File: src/rtl/sum_accumulator.sv
// sum_accumulator: collects NUM_SAMPLES {carry, sum} results from the
// registered 4-bit adder stage into an ACC_W-bit total. The total is then
// presented with a valid/ready handshake and held until it is taken.
// Optional build macro SUM_ACCUMULATOR_SATURATE_EN: on overflow the total
// clamps to all-ones instead of wrapping modulo 2^ACC_W.
module sum_accumulator #(
  parameter  int NUM_SAMPLES = 16,
  parameter  int ACC_W       = 8,
  localparam int CW          = $clog2(NUM_SAMPLES + 1)
) (
  input  logic             clk,
  input  logic             rst,
  input  logic             in_valid,
  input  logic [3:0]       sum_in,
  input  logic             carry_in,
  output logic             in_ready,
  input  logic             clear,
  output logic             out_valid,
  input  logic             out_ready,
  output logic [ACC_W-1:0] acc_out,
  output logic             overflow,
  output logic [CW-1:0]    count
);

  typedef enum logic {
    ACCUM = 1'b0,
    HOLD  = 1'b1
  } state_t;

  state_t           state_q, state_d;
  logic [ACC_W-1:0] acc_q, acc_d;
  logic             ovf_q, ovf_d;
  logic [CW-1:0]    count_q, count_d;

  logic [ACC_W:0]   operand;
  logic [ACC_W:0]   sum_ext;

  // Reduce the (ACC_W+1)-bit sum to ACC_W bits: wrap, or clamp on carry-out
  function automatic logic [ACC_W-1:0] wrap_or_sat(input logic [ACC_W:0] s);
`ifdef SUM_ACCUMULATOR_SATURATE_EN
    wrap_or_sat = s[ACC_W] ? {ACC_W{1'b1}} : s[ACC_W-1:0];
`else
    wrap_or_sat = s[ACC_W-1:0];
`endif
  endfunction

  // Zero-extend the 5-bit adder result and form the widened running sum
  always_comb begin
    operand = {{(ACC_W - 4){1'b0}}, carry_in, sum_in};
    sum_ext = {1'b0, acc_q} + operand;
  end

  // Next-state and next-value logic; clear overrides everything but reset
  always_comb begin
    state_d = state_q;
    acc_d   = acc_q;
    ovf_d   = ovf_q;
    count_d = count_q;
    if (clear) begin
      state_d = ACCUM;
      acc_d   = '0;
      ovf_d   = 1'b0;
      count_d = '0;
    end else begin
      case (state_q)
        ACCUM: begin
          if (in_valid) begin
            acc_d   = wrap_or_sat(sum_ext);
            ovf_d   = ovf_q | sum_ext[ACC_W];
            count_d = count_q + CW'(1);
            if (count_q == CW'(NUM_SAMPLES - 1)) begin
              state_d = HOLD;
            end
          end
        end
        HOLD: begin
          if (out_ready) begin
            state_d = ACCUM;
            acc_d   = '0;
            ovf_d   = 1'b0;
            count_d = '0;
          end
        end
        default: state_d = ACCUM;
      endcase
    end
  end

  // State and datapath registers with asynchronous reset
  always_ff @(posedge clk or posedge rst) begin
    if (rst) begin
      state_q <= ACCUM;
      acc_q   <= '0;
      ovf_q   <= 1'b0;
      count_q <= '0;
    end else begin
      state_q <= state_d;
      acc_q   <= acc_d;
      ovf_q   <= ovf_d;
      count_q <= count_d;
    end
  end

  // Handshake flags decode straight from the state register
  always_comb begin
    in_ready  = (state_q == ACCUM);
    out_valid = (state_q == HOLD);
    acc_out   = acc_q;
    overflow  = ovf_q;
    count     = count_q;
  end

endmodule
File: config.mk
export PLATFORM = sky130hd
export DESIGN_NAME = sum_accumulator
export DESIGN_NICKNAME = d
export VERILOG_FILES = /design/src/rtl/sum_accumulator.sv
export SDC_FILE = /design/constraint.sdc
export NUM_CORES = 1
export LEC_CHECK = 0
export BUFFER_PORTS_ARGS = -buffer_cell sky130_fd_sc_hd__clkbuf_2
export CAP_MARGIN = 20
export CORE_MARGIN = 4
export CORE_UTILIZATION = 53
export CTS_BUF_LIST = sky130_fd_sc_hd__clkbuf_4 sky130_fd_sc_hd__clkbuf_8
export DETAILED_ROUTE_END_ITERATION = 10
export GPL_ROUTABILITY_DRIVEN = 1
export PLACE_DENSITY = 0.81
export SLEW_MARGIN = 10
export SYNTH_ARGS = -nofsm -noshare
export SYNTH_HDL_FRONTEND = slang
export SYNTH_SLANG_ARGS = --single-unit
File: constraint.sdc
create_clock -name clk -period 2.1 [get_ports clk]
set_input_delay 0.525 -clock clk [delete_from_list [all_inputs] [get_ports clk]]
set_output_delay 0.525 -clock clk [all_outputs]
set_load 0.02 [all_outputs]
==> impl_metrics.prom <==
# TYPE chip_impl_metric gauge
chip_impl_metric{name="netlist.area_leader.share",unit=""} 0.4155
chip_impl_info{name="status",value="finished, final reports clean"} 1
chip_impl_metric{name="switching_part_of_the_total",unit=""} 0.3245
chip_impl_metric{name="vdd.ir_drop.worst",unit="mV"} 0.4825
chip_impl_metric{name="std_cell_rows",unit=""} 14
chip_impl_metric{name="synth_cells",unit=""} 87
chip_impl_metric{name="p_leak",unit="nW"} 0.5439
chip_impl_metric{name="layout_worst_path_cycle_share",unit=""} 0.8517
chip_impl_metric{name="final.setup_skew",unit="ns"} 0.009376
chip_impl_metric{name="pwr-share-comb",unit=""} 0.257
chip_impl_metric{name="synth_edf_count",unit=""} 0
chip_impl_metric{name="asyncSetResetFlopFracSynth",unit=""} 1.000
chip_impl_metric{name="multiInputGateArea",unit="um2"} 490.5
chip_impl_metric{name="grt_max_degree",unit=""} 16
chip_impl_metric{name="power_frac_clock",unit=""} 0.252
chip_impl_metric{name="timing.setup.tns",unit="ns"} 0
chip_impl_metric{name="dr.first_iter.drc_count",unit=""} 20
chip_impl_metric{name="internal_power",unit="uW"} 446.0
chip_impl_metric{name="max_cap_violations",unit=""} 0
chip_impl_metric{name="yosys_warnings",unit=""} 0
chip_impl_metric{name="grt_pass1_vias",unit=""} 763
chip_impl_metric{name="via_count",unit=""} 766
chip_impl_metric{name="final_cell_area",unit="um2"} 1065
chip_impl_metric{name="timing.final.crit_period",unit="ns"} 1.789
chip_impl_metric{name="postSynthRegisterBits",unit=""} 15
chip_impl_metric{name="route.final.wire_length",unit="mm"} 1.962
chip_impl_metric{name="post-route-drc-count",unit=""} 0
chip_impl_metric{name="detail_route.vias_per_cell",unit=""} 5.847
chip_impl_metric{name="clk-insertion-delay-late",unit="ns"} 0.29
chip_impl_metric{name="postCtsSetupRepairBufs",unit=""} 0
chip_impl_metric{name="grt_antenna_before_repair",unit=""} 0
chip_impl_info{name="grt_setup_unrepaired",value="no"} 1
chip_impl_metric{name="max_clock_freq",unit="GHz"} 0.5591
chip_impl_metric{name="preCtsSetupSlack",unit="ns"} 0.08646
chip_impl_info{name="dominantRegCellSynth",value="sky130_fd_sc_hd__dfrtp_1"} 1
chip_impl_metric{name="regArea",unit="um2"} 375.4
chip_impl_metric{name="die_height",unit="um"} 49.29
chip_impl_metric{name="place.detailed.hpwl",unit="mm"} 1.553
chip_impl_metric{name="syn_to_final_growth",unit="%"} 17.87
chip_impl_metric{name="cts-buffers-inserted",unit=""} 3
chip_impl_metric{name="arrival",unit="ns"} 1.96
chip_impl_metric{name="n_fill_cell",unit=""} 136
chip_impl_metric{name="final_nets",unit=""} 134
chip_impl_info{name="tritoncts",value="done"} 1
chip_impl_info{name="worstSetupPathType",value="register to register"} 1
chip_impl_info{name="cts-root-buf",value="sky130_fd_sc_hd__clkbuf_4"} 1
chip_impl_metric{name="setup_viol",unit=""} 0
chip_impl_metric{name="total_power_per_unit_cell_area",unit="nW/um2"} 620.1
chip_impl_metric{name="tritoncts_num_sinks",unit=""} 15
chip_impl_metric{name="timing_hold_violations_final",unit=""} 0
chip_impl_metric{name="core_area",unit="um2"} 1559
chip_impl_metric{name="crit_required",unit="ns"} 2.27
chip_impl_metric{name="count_of_inserted_antenna_diode_cells",unit=""} 0
chip_impl_metric{name="power.switching",unit="uW"} 214.3
chip_impl_info{name="synth_area_leaders",value="sky130_fd_sc_hd__dfrtp_1 42%, sky130_fd_sc_hd__ha_1 9.7%, sky130_fd_sc_hd__o21ai_0 3.3%"} 1
chip_impl_metric{name="cts_resized",unit=""} 0
chip_impl_info{name="hold_path_class",value="input port to async pin"} 1
chip_impl_metric{name="global_route.usage.total",unit=""} 0.1798
chip_impl_metric{name="initial_cell_density_of_the_core",unit=""} 0.5795
chip_impl_info{name="yosysMostFrequentCell",value="sky130_fd_sc_hd__dfrtp_1"} 1
chip_impl_info{name="worstSetupStartpointType",value="register"} 1
chip_impl_metric{name="first_pass_iters",unit=""} 4
chip_impl_metric{name="ctsLongestPathBuffers",unit=""} 2
chip_impl_metric{name="grt_first_pass_wirelength",unit="mm"} 3.353
chip_impl_metric{name="antenna_left",unit=""} 0
chip_impl_metric{name="cp_max_fo",unit=""} 3
chip_impl_info{name="synth_top_area_cell",value="sky130_fd_sc_hd__dfrtp_1"} 1
chip_impl_metric{name="slew-limit-headroom",unit=""} 0.6081
chip_impl_metric{name="fp.dieArea",unit="um2"} 2429
chip_impl_metric{name="overflow",unit=""} 0
chip_impl_info{name="worstSetupEndpointType",value="register"} 1
chip_impl_metric{name="share_seq_of_total_power",unit=""} 0.492
chip_impl_metric{name="finalWeightedCongestion",unit=""} 0.7406
chip_impl_metric{name="tightest_slew",unit="ns"} 0.5872
chip_impl_metric{name="synth_fp_nets",unit=""} 105
chip_impl_metric{name="buffers_on_ports",unit=""} 25
chip_impl_metric{name="postCtsHoldBufs",unit=""} 0
chip_impl_metric{name="synth_area_per_cell",unit="um2"} 10.38
chip_impl_metric{name="path_clk_slew",unit="ns"} 0.10
chip_impl_metric{name="postLayoutSetupSlackWorst",unit="ns"} 0.3113
chip_impl_metric{name="placement.cell_area",unit="um2"} 1037
chip_impl_metric{name="ys_types",unit=""} 35
chip_impl_metric{name="die_width",unit="um"} 49.29
chip_impl_metric{name="mappedNetlistArea",unit="um2"} 903.4
chip_impl_metric{name="h-tree-depth",unit=""} 1
chip_impl_metric{name="number_of_max_slew_violations_in_the_final_report",unit=""} 0
chip_impl_metric{name="drt-wirelength-per-cell",unit="um"} 14.98
chip_impl_metric{name="layout-drive-gt1-share",unit=""} 0.3130
chip_impl_info{name="synth_common_cells",value="15 x sky130_fd_sc_hd__dfrtp_1, 7 x sky130_fd_sc_hd__ha_1, 6 x sky130_fd_sc_hd__nand2_1, 6 x sky130_fd_sc_hd__o21ai_0"} 1
chip_impl_metric{name="ioPinCount",unit=""} 26
chip_impl_metric{name="synth.yosys.seq_area_share",unit=""} 0.4155
## per-layer routing
layer	track usage	vias to the layer above	share of wire
met4	0.08531	0	0.020
met3	0.03058	4	0.055
met1	0.2066	352	0.43
met2	0.3192	29	0.49
li1	-	381	-
met5	0	-	0
## area by class of cell
class / count / area share
clock buffers: 3 / 0.02115
clock inverters: 1 / 0.004700
inverters: 5 / 0.01763
multi-input cells: 65 / 0.4606
flip-flops and latches: 15 / 0.3525
well taps: 16 / 0.01880
repair buffers: 26 / 0.1246
## worst max-delay path, cell delays in order, from the launching register on
cell                       delay, ns
sky130_fd_sc_hd__dfrtp_1        0.40
sky130_fd_sc_hd__ha_1           0.22
sky130_fd_sc_hd__fa_1           0.41
sky130_fd_sc_hd__a21o_1         0.20
sky130_fd_sc_hd__a211oi_1       0.24
sky130_fd_sc_hd__or3_1          0.15
sky130_fd_sc_hd__a21oi_1        0.06
## cells in the final DEF (no fill, tap or decap), types with 5 or more instances in the layout
| cell | n |
|---|---|
| sky130_fd_sc_hd__nand2_1 | 6 |
| sky130_fd_sc_hd__dfrtp_1 | 15 |
| sky130_fd_sc_hd__clkbuf_2 | 25 |
| sky130_fd_sc_hd__a21oi_1 | 5 |
| sky130_fd_sc_hd__inv_1 | 5 |
| sky130_fd_sc_hd__ha_1 | 7 |
| sky130_fd_sc_hd__o21ai_0 | 6 |
## power by group through the flow
stage	sequential (mW)	combinational (mW)	clock, mW
3_3_place_gp	0.329	0.166	0
4_1_cts	0.324	0.171	0.170
6_report	0.325	0.170	0.166
2_1_floorplan	0.349	0.0969	0
5_1_grt	0.328	0.185	0.188
3_5_place_dp	0.330	0.169	0
## path summary, 6_finish.rpt
path	to	slack (ns)	cells past startpoint	from
worst min register to register	count[3]	0.53	1	count[3]
worst max register to register	acc_out[6]	0.31	6	acc_out[0]
min in group clk	acc_out[2]	0.52	2	clear
worst min-delay path	acc_out[3]	0.26	2	rst
worst max-delay path	acc_out[6]	0.31	6	acc_out[0]
max in group asynchronous	acc_out[7]	1.45	2	rst
## logic make-up (layout without fill, tap and decap cells)
group,after synthesis,count (layout),share of synthesized area
AND/OR/NAND/NOR,23,23,0.1399
buffers and inverters,7,35,0.04156
adder cells (fa/ha/maj),8,8,0.1191
AO/OA/AOI/OAI,31,31,0.2535
multiplexers,1,1,0.01108
XOR/XNOR,2,2,0.01939
flip-flops,15,15,0.4155
## through the flow
step / util / hold slack [ns] / cells / power [mW]
2_1_floorplan: - / 0.4265 / 87 / 0.4459
3_3_place_gp: 0.6653 / 0.4879 / 127 / 0.4946
3_5_place_dp: 0.6653 / 0.5152 / 127 / 0.4995
4_1_cts: 0.6830 / 0.2822 / 131 / 0.6656
5_1_grt: 0.6830 / 0.3053 / 131 / 0.7010
6_report: 0.6830 / 0.2621 / 131 / 0.6602
## state kept, by name, summed over array words and instances (netlist names)
| signal | count |
|---|---|
| overflow | 1 |
| out_valid | 1 |
| acc_out | 8 |
| count | 5 |
Power figures use the tool's default switching activity.
